--- src/rtl/apb4_reg_bridge_pkg.sv ---
// Shared types and helpers for the APB4-to-register-block bridge.
// Widths derived from DATA_WIDTH are exposed as functions so each instance computes its own.
package apb4_reg_bridge_pkg;

  typedef enum logic [1:0] {
    IDLE,
    REQ,
    WAIT,
    RESP
  } bridge_state_t;

  // Widest legal data bus; strb_to_biten works at this width and callers truncate.
  localparam int MAX_DATA_WIDTH = 64;
  localparam int MAX_STRB_WIDTH = MAX_DATA_WIDTH / 8;

  function automatic int strb_width(input int data_width);
    return data_width / 8;
  endfunction

  function automatic int align_bits(input int data_width);
    return $clog2(data_width / 8);
  endfunction

  function automatic logic [MAX_DATA_WIDTH-1:0] strb_to_biten(
    input logic [MAX_STRB_WIDTH-1:0] strb
  );
    logic [MAX_DATA_WIDTH-1:0] biten;
    biten = '0;
    for (int i = 0; i < MAX_STRB_WIDTH; i++) begin
      biten[8*i +: 8] = {8{strb[i]}};
    end
    return biten;
  endfunction

endpackage

--- src/rtl/apb4_timeout_ctr.sv ---
// Cycle counter for the REQ/WAIT phases of a transfer; expired flags the last allowed cycle.
// TIMEOUT_CYCLES == 0 removes the counter entirely.
module apb4_timeout_ctr #(
  parameter int TIMEOUT_CYCLES = 16
) (
  input  logic clk,
  input  logic rst_n,
  input  logic clear,
  input  logic run,
  output logic expired
);

  if (TIMEOUT_CYCLES == 0) begin : g_disabled
    logic unused_inputs;
    assign unused_inputs = ^{clk, rst_n, clear, run};
    assign expired       = 1'b0;
  end else begin : g_enabled
    localparam int CW = $clog2(TIMEOUT_CYCLES + 1);
    localparam logic [CW-1:0] LAST = CW'(TIMEOUT_CYCLES - 1);

    logic [CW-1:0] count;

    always_ff @(posedge clk or negedge rst_n) begin
      if (!rst_n) begin
        count <= '0;
      end else if (clear) begin
        count <= '0;
      end else if (run && count != LAST) begin
        count <= count + CW'(1);
      end
    end

    assign expired = run && (count == LAST);
  end

endmodule

--- src/rtl/apb4_reg_bridge.sv ---
// APB4 completer that turns each transfer into one request on the register-block CPU bus
// and returns the block's ack, error and read data; all outputs are registered.
module apb4_reg_bridge
  import apb4_reg_bridge_pkg::*;
#(
  parameter int ADDR_WIDTH     = 8,
  parameter int DATA_WIDTH     = 32,
  parameter int REG_SPAN       = 256,
  parameter int TIMEOUT_CYCLES = 16
) (
  input  logic                      clk,
  input  logic                      rst_n,
  input  logic                      psel,
  input  logic                      penable,
  input  logic                      pwrite,
  input  logic [ADDR_WIDTH-1:0]     paddr,
  input  logic [DATA_WIDTH-1:0]     pwdata,
  input  logic [DATA_WIDTH/8-1:0]   pstrb,
  output logic                      pready,
  output logic [DATA_WIDTH-1:0]     prdata,
  output logic                      pslverr,
  output logic                      bus_req,
  output logic                      bus_req_is_wr,
  output logic [ADDR_WIDTH-1:0]     bus_addr,
  output logic [DATA_WIDTH-1:0]     bus_wr_data,
  output logic [DATA_WIDTH-1:0]     bus_wr_biten,
  input  logic                      bus_req_stall_wr,
  input  logic                      bus_req_stall_rd,
  input  logic                      bus_rd_ack,
  input  logic                      bus_rd_err,
  input  logic [DATA_WIDTH-1:0]     bus_rd_data,
  input  logic                      bus_wr_ack,
  input  logic                      bus_wr_err
);

  localparam int STRB_WIDTH = strb_width(DATA_WIDTH);
  localparam int ALIGN_BITS = align_bits(DATA_WIDTH);
  localparam logic [63:0] ALIGN_MASK = (64'd1 << ALIGN_BITS) - 64'd1;

  bridge_state_t         state;
  logic                  aborted;
  logic                  timed_out;
  logic                  ctr_clear;
  logic                  ctr_run;
  logic                  setup_err;
  logic [DATA_WIDTH-1:0] setup_biten;
  logic                  cur_stall;
  logic                  cur_ack;
  logic                  cur_err;
  logic [DATA_WIDTH-1:0] cur_rdata;

  // Address checks are done on a 64-bit copy so any ADDR_WIDTH/REG_SPAN pairing compares cleanly.
  assign setup_err   = (64'(paddr) >= 64'(REG_SPAN)) || ((64'(paddr) & ALIGN_MASK) != 64'd0);
  assign setup_biten = DATA_WIDTH'(strb_to_biten(MAX_STRB_WIDTH'(pstrb)));

  // NOTE: every signal written in always_comb is given a value on every path, so no latch is inferred.
  always_comb begin
    cur_stall = bus_req_stall_rd;
    cur_ack   = bus_rd_ack;
    cur_err   = bus_rd_err;
    cur_rdata = bus_rd_data;
    if (bus_req_is_wr) begin
      cur_stall = bus_req_stall_wr;
      cur_ack   = bus_wr_ack;
      cur_err   = bus_wr_err;
      cur_rdata = '0;
    end
  end

  assign ctr_clear = (state == IDLE);
  assign ctr_run   = (state == REQ) || (state == WAIT);

  apb4_timeout_ctr #(
    .TIMEOUT_CYCLES(TIMEOUT_CYCLES)
  ) u_timeout_ctr (
    .clk    (clk),
    .rst_n  (rst_n),
    .clear  (ctr_clear),
    .run    (ctr_run),
    .expired(timed_out)
  );

  always_ff @(posedge clk or negedge rst_n) begin
    if (!rst_n) begin
      state         <= IDLE;
      aborted       <= 1'b0;
      pready        <= 1'b0;
      prdata        <= '0;
      pslverr       <= 1'b0;
      bus_req       <= 1'b0;
      bus_req_is_wr <= 1'b0;
      bus_addr      <= '0;
      bus_wr_data   <= '0;
      bus_wr_biten  <= '0;
    end else begin
      // NOTE: non-blocking assignments throughout, so each register samples pre-edge values;
      // these defaults make the APB response a one-cycle pulse that is zero otherwise.
      pready  <= 1'b0;
      prdata  <= '0;
      pslverr <= 1'b0;

      unique case (state)
        IDLE: begin
          aborted <= 1'b0;
          if (psel && !penable) begin
            bus_req_is_wr <= pwrite;
            bus_addr      <= paddr;
            bus_wr_data   <= pwdata;
            bus_wr_biten  <= setup_biten;
            if (setup_err || (pwrite && pstrb == '0)) begin
              state   <= RESP;
              pready  <= 1'b1;
              pslverr <= setup_err;
            end else begin
              state   <= REQ;
              bus_req <= 1'b1;
            end
          end
        end

        REQ: begin
          if (!psel) begin
            state   <= IDLE;
            bus_req <= 1'b0;
          end else if (!cur_stall && cur_ack) begin
            state   <= RESP;
            bus_req <= 1'b0;
            pready  <= 1'b1;
            prdata  <= cur_rdata;
            pslverr <= cur_err;
          end else if (timed_out) begin
            state   <= RESP;
            bus_req <= 1'b0;
            pready  <= 1'b1;
            pslverr <= 1'b1;
          end else if (!cur_stall) begin
            state   <= WAIT;
            bus_req <= 1'b0;
          end
        end

        WAIT: begin
          // An ack in the same cycle as expiry still wins; a dropped psel only suppresses pready.
          if (cur_ack || timed_out) begin
            if (aborted || !psel) begin
              state <= IDLE;
            end else begin
              state   <= RESP;
              pready  <= 1'b1;
              prdata  <= cur_ack ? cur_rdata : '0;
              pslverr <= cur_ack ? cur_err : 1'b1;
            end
          end else if (!psel) begin
            aborted <= 1'b1;
          end
        end

        RESP: begin
          state <= IDLE;
        end

        default: begin
          state <= IDLE;
        end
      endcase
    end
  end

endmodule

--- config.mk ---
export PLATFORM = sky130hd
export DESIGN_NAME = apb4_reg_bridge
export DESIGN_NICKNAME = d
export VERILOG_FILES = /design/src/rtl/apb4_reg_bridge_pkg.sv /design/src/rtl/apb4_timeout_ctr.sv /design/src/rtl/apb4_reg_bridge.sv
export SDC_FILE = /design/constraint.sdc
export NUM_CORES = 1
export LEC_CHECK = 0
export ABC_AREA = 1
export CAP_MARGIN = 20
export CORE_ASPECT_RATIO = 1.5
export CORE_UTILIZATION = 43
export DETAILED_ROUTE_END_ITERATION = 10
export MAX_ROUTING_LAYER = met4
export PLACE_DENSITY = 0.84
export SLEW_MARGIN = 20
export SYNTH_ARGS = -nofsm -noshare
export SYNTH_HDL_FRONTEND = slang
export SYNTH_HIERARCHICAL = 1
export SYNTH_SLANG_ARGS = --single-unit
--- constraint.sdc ---
create_clock -name clk -period 2.6 [get_ports clk]
set_clock_uncertainty 0.1 [all_clocks]
set_input_delay 0.26 -clock clk [delete_from_list [all_inputs] [get_ports clk]]
set_output_delay 0.26 -clock clk [all_outputs]
set_load 0.005 [all_outputs]
# Word level (Yosys, flattened, before mapping)
# Index checks and enable logic that the tools add are counted.
word_totals:
  inputBits: 87
  out_inout_bits: 108
  register_bits: 109
  word_cells: 92
classes:
  mux: 47
  addsub: 1
  n_reduce_logical: 22
  n_eq_ne: 11
op_table:
  columns: ["cell", "n"]
  rows:
  - ["$mux 32", 6]
  - ["$pmux 32 s2", 1]
  - ["$reduce_bool 64->1", 1]
  - ["$mux 1", 25]
  - ["$mux 2", 8]
  - ["$mux 5", 2]
  - ["$ne 5x4->1 const B", 2]
  - ["$pmux 2 s4", 1]
  - ["$ne 2x2->1 const B", 3]
  - ["$pmux 1 s3", 2]
  - ["$reduce_and 3->1", 2]
  - ["$reduce_bool 2->1", 3]
  - ["$add 5x1->5 const B", 1]
  - ["$eq 5x4->1 const B", 1]
  - ["$logic_and 1x1->1", 5]
  - ["$eq 2x2->1 const B", 2]
  - ["$logic_not 4->1", 1]
  - ["$logic_or 1x1->1", 4]
  - ["$ne 2x1->1 const B", 2]
  - ["$pmux 1 s2", 2]
  - ["$reduce_and 4->1", 1]
  - ["$logic_not 1->1", 3]
  - ["$eq 2x1->1 const B", 1]
  - ["$logic_not 2->1", 1]
  - ["$reduce_and 2->1", 1]

# Longest topological paths before layout
# Gate-level depths: netlist (run 1).
depth:
  depth_word: 7
  ltp_mapped: 13
  mapped_depth_nobuf: 13

# Hierarchy
# Netlist (run 1), hierarchy kept.
modules_own_cells:
  columns: ["mod", "cells_each", "instances", "area_per_inst_um2", "seq_area_each_um2"]
  rows:
  - ["apb4_reg_bridge", 412, 1, 3523.4, 2077.0]
  - ["apb4_timeout_ctr", 38, 1, 275.3, 125.1]

# Worst setup path before layout (run 1)
# OpenSTA, ideal clock, no wires.
synth_timing:
  kind: "register to register"
  start: "register u_timeout_ctr.g_enabled.count[0]"
  end: "register state[1]"
  n_path_buf: 0
  arrival_time_ns: 1.399
  path_slack_ns: 0.975
  setup_ns: 0.126
  stages_incl_launch_ff: 13
  synth_period_minus_slack_ns: 1.625
  required_ns: 2.374
  path_cell_list: "dfrtp_1 > ha_1 > nand2_1 > nor2_1 > ha_1 > nand2_1 > inv_1 > inv_1 > nand2_1 > nor2_1 > nor2_1 > nand2_1 > o21ai_0"
synth_between:
  elab_chain_len: 6
  elab_cells_between_ends: 10
  cone_classes: "eq/ne: 3; mux: 4; reduce/logical: 3"
synth_lines:
  columns: ["item", "line_no", "rtl"]
  rows:
  - ["start: declaration", "apb4_timeout_ctr.sv:21", "logic [CW-1:0] count;"]
  - ["start signal: assignment", "apb4_timeout_ctr.sv:29", "count <= count + CW'(1);"]
  - ["$eq 5x4->1 *", "apb4_timeout_ctr.sv:33", "assign expired = run && (count == LAST);"]
  - ["$logic_and 1x1->1 *", "apb4_timeout_ctr.sv:33", null]
  - ["named net timed_out", "apb4_reg_bridge.sv:42", "logic timed_out;"]
  - ["$mux 2", "apb4_reg_bridge.sv:131", "end else if (timed_out) begin"]
  - ["$mux 2", "apb4_reg_bridge.sv:125", "end else if (!cur_stall && cur_ack) begin"]
  - ["$mux 2", "apb4_reg_bridge.sv:122", "if (!psel) begin"]
  - ["$pmux 2 s4", "apb4_reg_bridge.sv:102", "unique case (state)"]
  - ["end signal: assignment", "apb4_reg_bridge.sv:123", "state <= IDLE;"]
  - ["end signal: assignment", "apb4_reg_bridge.sv:126", "state <= RESP;"]
  - ["end signal: assignment", "apb4_reg_bridge.sv:132", "state <= RESP;"]
  - ["end: declaration", "apb4_reg_bridge.sv:40", "bridge_state_t state;"]
# The timed path passes the listed nets; every way through them passes the cells marked *.
# A chain may end at the register's enable or synchronous reset.

# Worst setup path in the final report (run 1)
# Same ends and word-level chain as after synthesis.

==> results of run 1 <==
-- logic make-up (layout without fill, tap and decap cells) --
group,count (synthesis),after routing,synth area share [%]
compound gates,12,12,1.88
flops,88,88,58.0
fa+ha+maj,6,6,1.98
buf+inv,67,239,10.3
simple gates,277,277,27.9
-- power groups by stage --
stage	registers [mW]	clock network, mW	logic, mW
after floorplan	2.09	0	1.27
after global placement	2.07	0	2.51
after global routing	2.12	1.32	2.87
final	2.08	1.23	2.58
after detailed placement	2.10	0	2.61
after CTS	2.08	1.26	2.61
-- per-stage QoR --
stage                     cell area (sq um)  hold slack (ps)
after CTS                              5940              314
final                                  5940              319
after floorplan                        3800             -136
after global routing                   5940              349
after global placement                 5640              131
after detailed placement               5640              131
-- registers in the layout, indices dropped and copies added, names as in the netlist --
register                       count
u_timeout_ctr/g_enabled.count      5
aborted                            1
bus_wr_data                       32
state                              2
bus_addr                           8
bus_req_is_wr                      1
bus_wr_biten                       4
pslverr                            1
pready                             1
prdata                            32
bus_req                            1
-- synthesized netlist by cell type, drive strengths merged --
cell type / n / area, sq um
dfrtp: 88 / 2200
buf: 35 / 272
nand3: 7 / 35.0
clkbuf: 8 / 30.0
nand2: 215 / 815
ha: 6 / 75.1
nor2: 55 / 209
inv: 24 / 90.1
a21oi: 3 / 15.0
o21ai: 9 / 56.3
-- layer usage --
| metal | up-vias | global-route usage, % | part of all wire (%) |
|---|---|---|---|
| li1 | 1655 | - | - |
| met5 | - | - | 0 |
| met3 | 4 | 5.27 | 6.1 |
| met2 | 141 | 40.6 | 55 |
| met4 | 0 | 7.41 | 0.51 |
| met1 | 1621 | 24.6 | 38 |
-- worst paths after layout --
check / start / end / cells after the start
worst max-delay path: u_timeout_ctr/g_enabled.count[0] / state[1] / 12
worst min-delay path: rst_n / bus_addr[7] / 2
worst max register to register: u_timeout_ctr/g_enabled.count[0] / state[1] / 12
worst min register to register: bus_wr_data[5] / bus_wr_data[5] / 2
max in group asynchronous: rst_n / prdata[6] / 3
min in group clk: bus_rd_data[22] / prdata[22] / 3
-- cell type report --
| cell class | count | area [sq um] | share of cell area (%) |
|---|---|---|---|
| multi-input combinational | 295 | 1210 | 20.5 |
| sequential | 88 | 2200 | 37.1 |
| clock buffer | 10 | 229 | 3.86 |
| inverter | 24 | 90.1 | 1.52 |
| tap | 107 | 134 | 2.25 |
| clock inverter | 5 | 56.3 | 0.948 |
| timing repair buffer | 200 | 2010 | 33.9 |
-- timing repair --
item / 4_1_cts / 5_1_grt
buffers inserted: 0 / 0
endpoints found under the setup margin: 0 / 0
hold endpoints to repair: 32 / 0
hold buffers: 1 / 0
==> impl_metrics.toml, run 1 <==
[sta]
achievable-frequency_mhz = 522
report.final.setup_viol = 0
grt_setup_unrepaired = "false"
worst-slew-pin-transition_ps = 809
final_cycle_utilization_of_the_critical_path_pct = 73.7
maxSlewViolCount = 0
timing.slew.headroom_pct = 45.8
finalSetupTns_ps = 0
setup_slack_ps = 683
post_layout_min_period_ps = 1920
final_hold_viol_count = 0

[drt]
initialDrtViolationCount = 167
drc = 0
detail-route-antenna-nets = 0
drt_pass1_iterations = 4
routed_via_density = 4.69
average_wire_per_cell_in_the_routed_design_um = 13.5
num_vias = 3421
detail_route.wirelength_mm = 9.83

[worst_setup_path]
end_kind = "register"
worst-setup-path-type = "reg -> reg"
critical_path_top_delay_cell = "sky130_fd_sc_hd__dfrtp_1"
critical_path_buf_inv_count = 2
cpLargestDelayFamily = "simple AND/OR/NAND/NOR gates"
reg_to_reg_setup_timing_slack_ps = 680
crit_arrival_ps = 2010
cpMostUsedCell = "sky130_fd_sc_hd__nand2_1"
crit_path_start_kind = "register"
worstPathMaxFanout = 4
critical_path_cell_by_cell = "ha_1 > nand2_1 > nor2_1 > ha_1 > nand2_1 > inv_1 > inv_1 > nand2_1 > nor2_1 > nor2_1 > nand2_1 > o21ai_0"
max_stage_delay_ps = 410
required_time_of_the_critical_path_ps = 2700

[clocking]
cts_buffer_depth = 2
clkTransAtPathRegs_ps = 60
insertion_delay_to_the_later_sink_of_the_worst_skew_pair_ps = 330
clock-sinks = 88
root_buffer = "sky130_fd_sc_hd__clkbuf_16"
cts_made_buffers = 9
cts.htree.levels = 3
cts_tree = "yes"
post_cts.resized_instances = 0

[cells_and_area]
utilization_pct = 69.7
syn_to_final_growth_pct = 56.3
drive_above_1_share_pct = 4.82
layout.cells.most_common = "sky130_fd_sc_hd__nand2_1"
final_layout_net_count = 711
layout_common_cells = "sky130_fd_sc_hd__nand2_1, sky130_fd_sc_hd__clkdlybuf4s50_1, sky130_fd_sc_hd__dfrtp_1"
num-fill-cells = 707
finish.cell_count_without_fillers = 729
insertedDiodeCount = 0

[floorplan]
ios = 195
std_cell_rows = 41
die_height_um = 117
floorplan.die_area_sq_um = 9220
die-width_um = 78.7
initial_cell_density_of_the_core_pct = 44.6
placeableCoreArea_sq_um = 8520

[yosys]
synth_sequential_area_ratio_pct = 58.0
synthesis.area_per_instance_sq_um = 8.44
netlist_instances = 450
yosys_register_bits = 88
synth_nets = 543
mappedNetlistArea_sq_um = 3800
yosysUniqueCellTypes = 16
yosysWarningCount = 6

[pwr]
cellPowerDensity_nw_per_um2 = 991
static-leakage-power_nw = 2.86
share_of_total_power_in_sequential_cells_pct = 35.3
clockPowerShare_pct = 20.9
sw_frac_of_total_pct = 32.8
total_power_mw = 5.89
power.switching_mw = 1.93
ir_worst_vdd_v = 0.000505
combPwrFrac_pct = 43.9
intPower_mw = 3.96

[global_route]
track_usage_pct = 22.7
grt_pass1_wl_mm = 15.4
grt_start_max_net_pins = 57
gr-total-overflow = 0
via_count_of_the_first_global_routing_pass = 3257
antenna_found_initial = 0

[run_status]
status = "finished, final reports clean"

[placement]
weighted_congestion_reported_at_the_end_of_routability_driven_placement = 1.02
port-buffer-count = 194
post-place-ws_ps = 567
post_detail_place_hpwl_mm = 7.61
placedCellCount = 713

[flow_run]
drv.max_cap_violation_count = 0

[hold_path]
hold_path.class = "in -> async"
Note: power is estimated with default switching activity, not from simulation.
==> inputs of run 2 (changes only) <==
- CORE_UTILIZATION: 43 -> 40
- PLACE_DENSITY: 0.84 -> 0.79
- clock period: 2.6 -> 1.8 ns (I/O delays scaled with it)
==> run 2 against run 1 <==
Combinational power grew 53%. First-iteration DRC count shrank 11%. Cell area up 3.3%. Largest cell class unchanged.
==> impl_metrics.toml, run 2 (synthesized netlist as in run 1, its figures left out) <==
[cells_and_area]
num-fill-cells = 764
utilization_pct = 66.3
final_layout_net_count = 724
layout_common_cells = "sky130_fd_sc_hd__nand2_1, sky130_fd_sc_hd__clkdlybuf4s50_1, sky130_fd_sc_hd__dfrtp_1"
insertedDiodeCount = 0
finalInstanceArea_sq_um = 6130
drive_above_1_share_pct = 7.72
syn_to_final_growth_pct = 61.5
layout.cells.most_common = "sky130_fd_sc_hd__nand2_1"
reg.largest.list = "bus_wr_data: 32 flops, prdata: 32 flops, bus_addr: 8 flops"

[sta]
final_hold_viol_count = 0
report.final.setup_viol = 0
grt_setup_unrepaired = "true"
maxSlewViolCount = 0
setup_slack_ps = 46.0
timing.slew.headroom_pct = 55.5
final_cycle_utilization_of_the_critical_path_pct = 97.4
worst-slew-pin-transition_ps = 668
achievable-frequency_mhz = 570
post_layout_min_period_ps = 1750

[drt]
routed_via_density = 4.62
detail-route-antenna-nets = 0
met2_length_mm = 4.92
num_vias = 3448
initialDrtViolationCount = 149
routed_length_on_met1_mm = 3.94
drt_pass1_iterations = 4
routed.top_layer = "met4"
detail_route.wirelength_mm = 9.97
met3WireLength_um = 814
average_wire_per_cell_in_the_routed_design_um = 13.3
drc = 0

[worst_setup_path]
worst-setup-path-type = "reg -> reg"
reg_to_reg_setup_timing_slack_ps = 50
crit_arrival_ps = 1900
crit_path_start_kind = "register"
worstPathMaxFanout = 4
end_kind = "register"
required_time_of_the_critical_path_ps = 1950

[flow_run]
drv.max_cap_violation_count = 0

[global_route]
gr-total-overflow = 0
antenna_found_initial = 0
via_count_of_the_first_global_routing_pass = 3286
grt_start_max_net_pins = 42
track_usage_pct = 21.2
grt_pass1_wl_mm = 15.3

[clocking]
cts_buffer_depth = 2
root_buffer = "sky130_fd_sc_hd__clkbuf_16"
cts_tree = "yes"
clock-sinks = 88
cts_made_buffers = 9
clkTransAtPathRegs_ps = 70
insertion_delay_to_the_later_sink_of_the_worst_skew_pair_ps = 340
cts.htree.levels = 3

[floorplan]
floorplan.die_area_sq_um = 9900
die_height_um = 121
ios = 195
initial_cell_density_of_the_core_pct = 41.0
std_cell_rows = 43
placeableCoreArea_sq_um = 9250
die-width_um = 81.6

[pwr]
cellPowerDensity_nw_per_um2 = 1480
static-leakage-power_nw = 2.95
ir_worst_vdd_v = 0.000947

[run_status]
status = "finished, final reports clean"

[placement]
post_detail_place_hpwl_mm = 7.19
weighted_congestion_reported_at_the_end_of_routability_driven_placement = 0.906
port-buffer-count = 194
placed_cell_area_sq_um = 5740
post-place-ws_ps = -102

[hold_path]
hold_path.class = "in -> async"
[run 2: cell count changes in the layout (fill, tap and decap cells not counted), sizes merged]
cell,change
buf,+12
bufinv,+2
clkbuf,-1
clkinv,-2
inv,+1
o21ai,+1
[run 2: report_power, final]
part           internal, mW  switching (mW)  total (mW)  leakage, nW
Clock                  1.36           0.762        2.12        0.163
Sequential             2.58           0.405        2.98         1.15
Combinational          2.24            1.72        3.96         1.63
Total                  6.18            2.89        9.07         2.95
[run 2: layout make-up]
class,instances,area [sq um],area share (%)
Clock buffer,9,225,3.67
Clock inverter,6,115,1.88
Inverter,24,90.1,1.47
Multi-Input combinational cell,296,1230,20.1
Sequential cell,88,2200,35.9
Tap cell,112,140,2.28
Timing Repair Buffer,212,2130,34.7
[run 2: worst max-delay path, stage by stage (launching register included)]
cell                      delay (ps)
sky130_fd_sc_hd__dfrtp_1         390
sky130_fd_sc_hd__ha_2            200
sky130_fd_sc_hd__nand2_1          50
sky130_fd_sc_hd__nor2_1          100
sky130_fd_sc_hd__ha_1            170
sky130_fd_sc_hd__nand2_1          50
sky130_fd_sc_hd__inv_1            60
sky130_fd_sc_hd__inv_2            50
sky130_fd_sc_hd__nand3_1         110
sky130_fd_sc_hd__nand2_1          90
sky130_fd_sc_hd__nor2_2          130
sky130_fd_sc_hd__nand2_1          70
sky130_fd_sc_hd__o21ai_1          90
[run 2: repair_timing]
item | 4_1_cts | 5_1_grt
endpoints found under the setup margin | 33 | 21
gates resized for setup | 3 | 3
hold buffers | 1 | 0
gates cloned | 1 | 0
hold endpoints to repair | 88 | 0
pin swaps | 1 | 1
buffers inserted | 0 | 3
[run 2: metrics by stage]
stage	hold WS [ps]	cells	power, mW	setup TNS [ps]
2_1_floorplan	-216	450	4.85	0
3_3_place_gp	-18.0	727	6.80	-1350
3_5_place_dp	-20.2	727	6.93	-2000
4_1_cts	163	744	9.11	0
5_1_grt	191	747	9.74	-1620
6_report	156	747	9.07	0
[run 2: worst paths after layout]
check	start	end	depth (start not counted)
min in group clk	bus_rd_data[16]	prdata[16]	3
worst max-delay path	u_timeout_ctr/g_enabled.count[1]	state[1]	12
worst max register to register	u_timeout_ctr/g_enabled.count[1]	state[1]	12
worst min-delay path	rst_n	bus_wr_data[19]	2
worst min register to register	bus_wr_data[13]	bus_wr_data[13]	2
max in group asynchronous	rst_n	state[1]	3
[run 2: per-layer routing]
layer | vias up | global-route usage, %
met5 | - | -
met4 | 0 | 9.32
met3 | 23 | 5.04
met2 | 166 | 34.4
met1 | 1573 | 24.5
li1 | 1686 | -
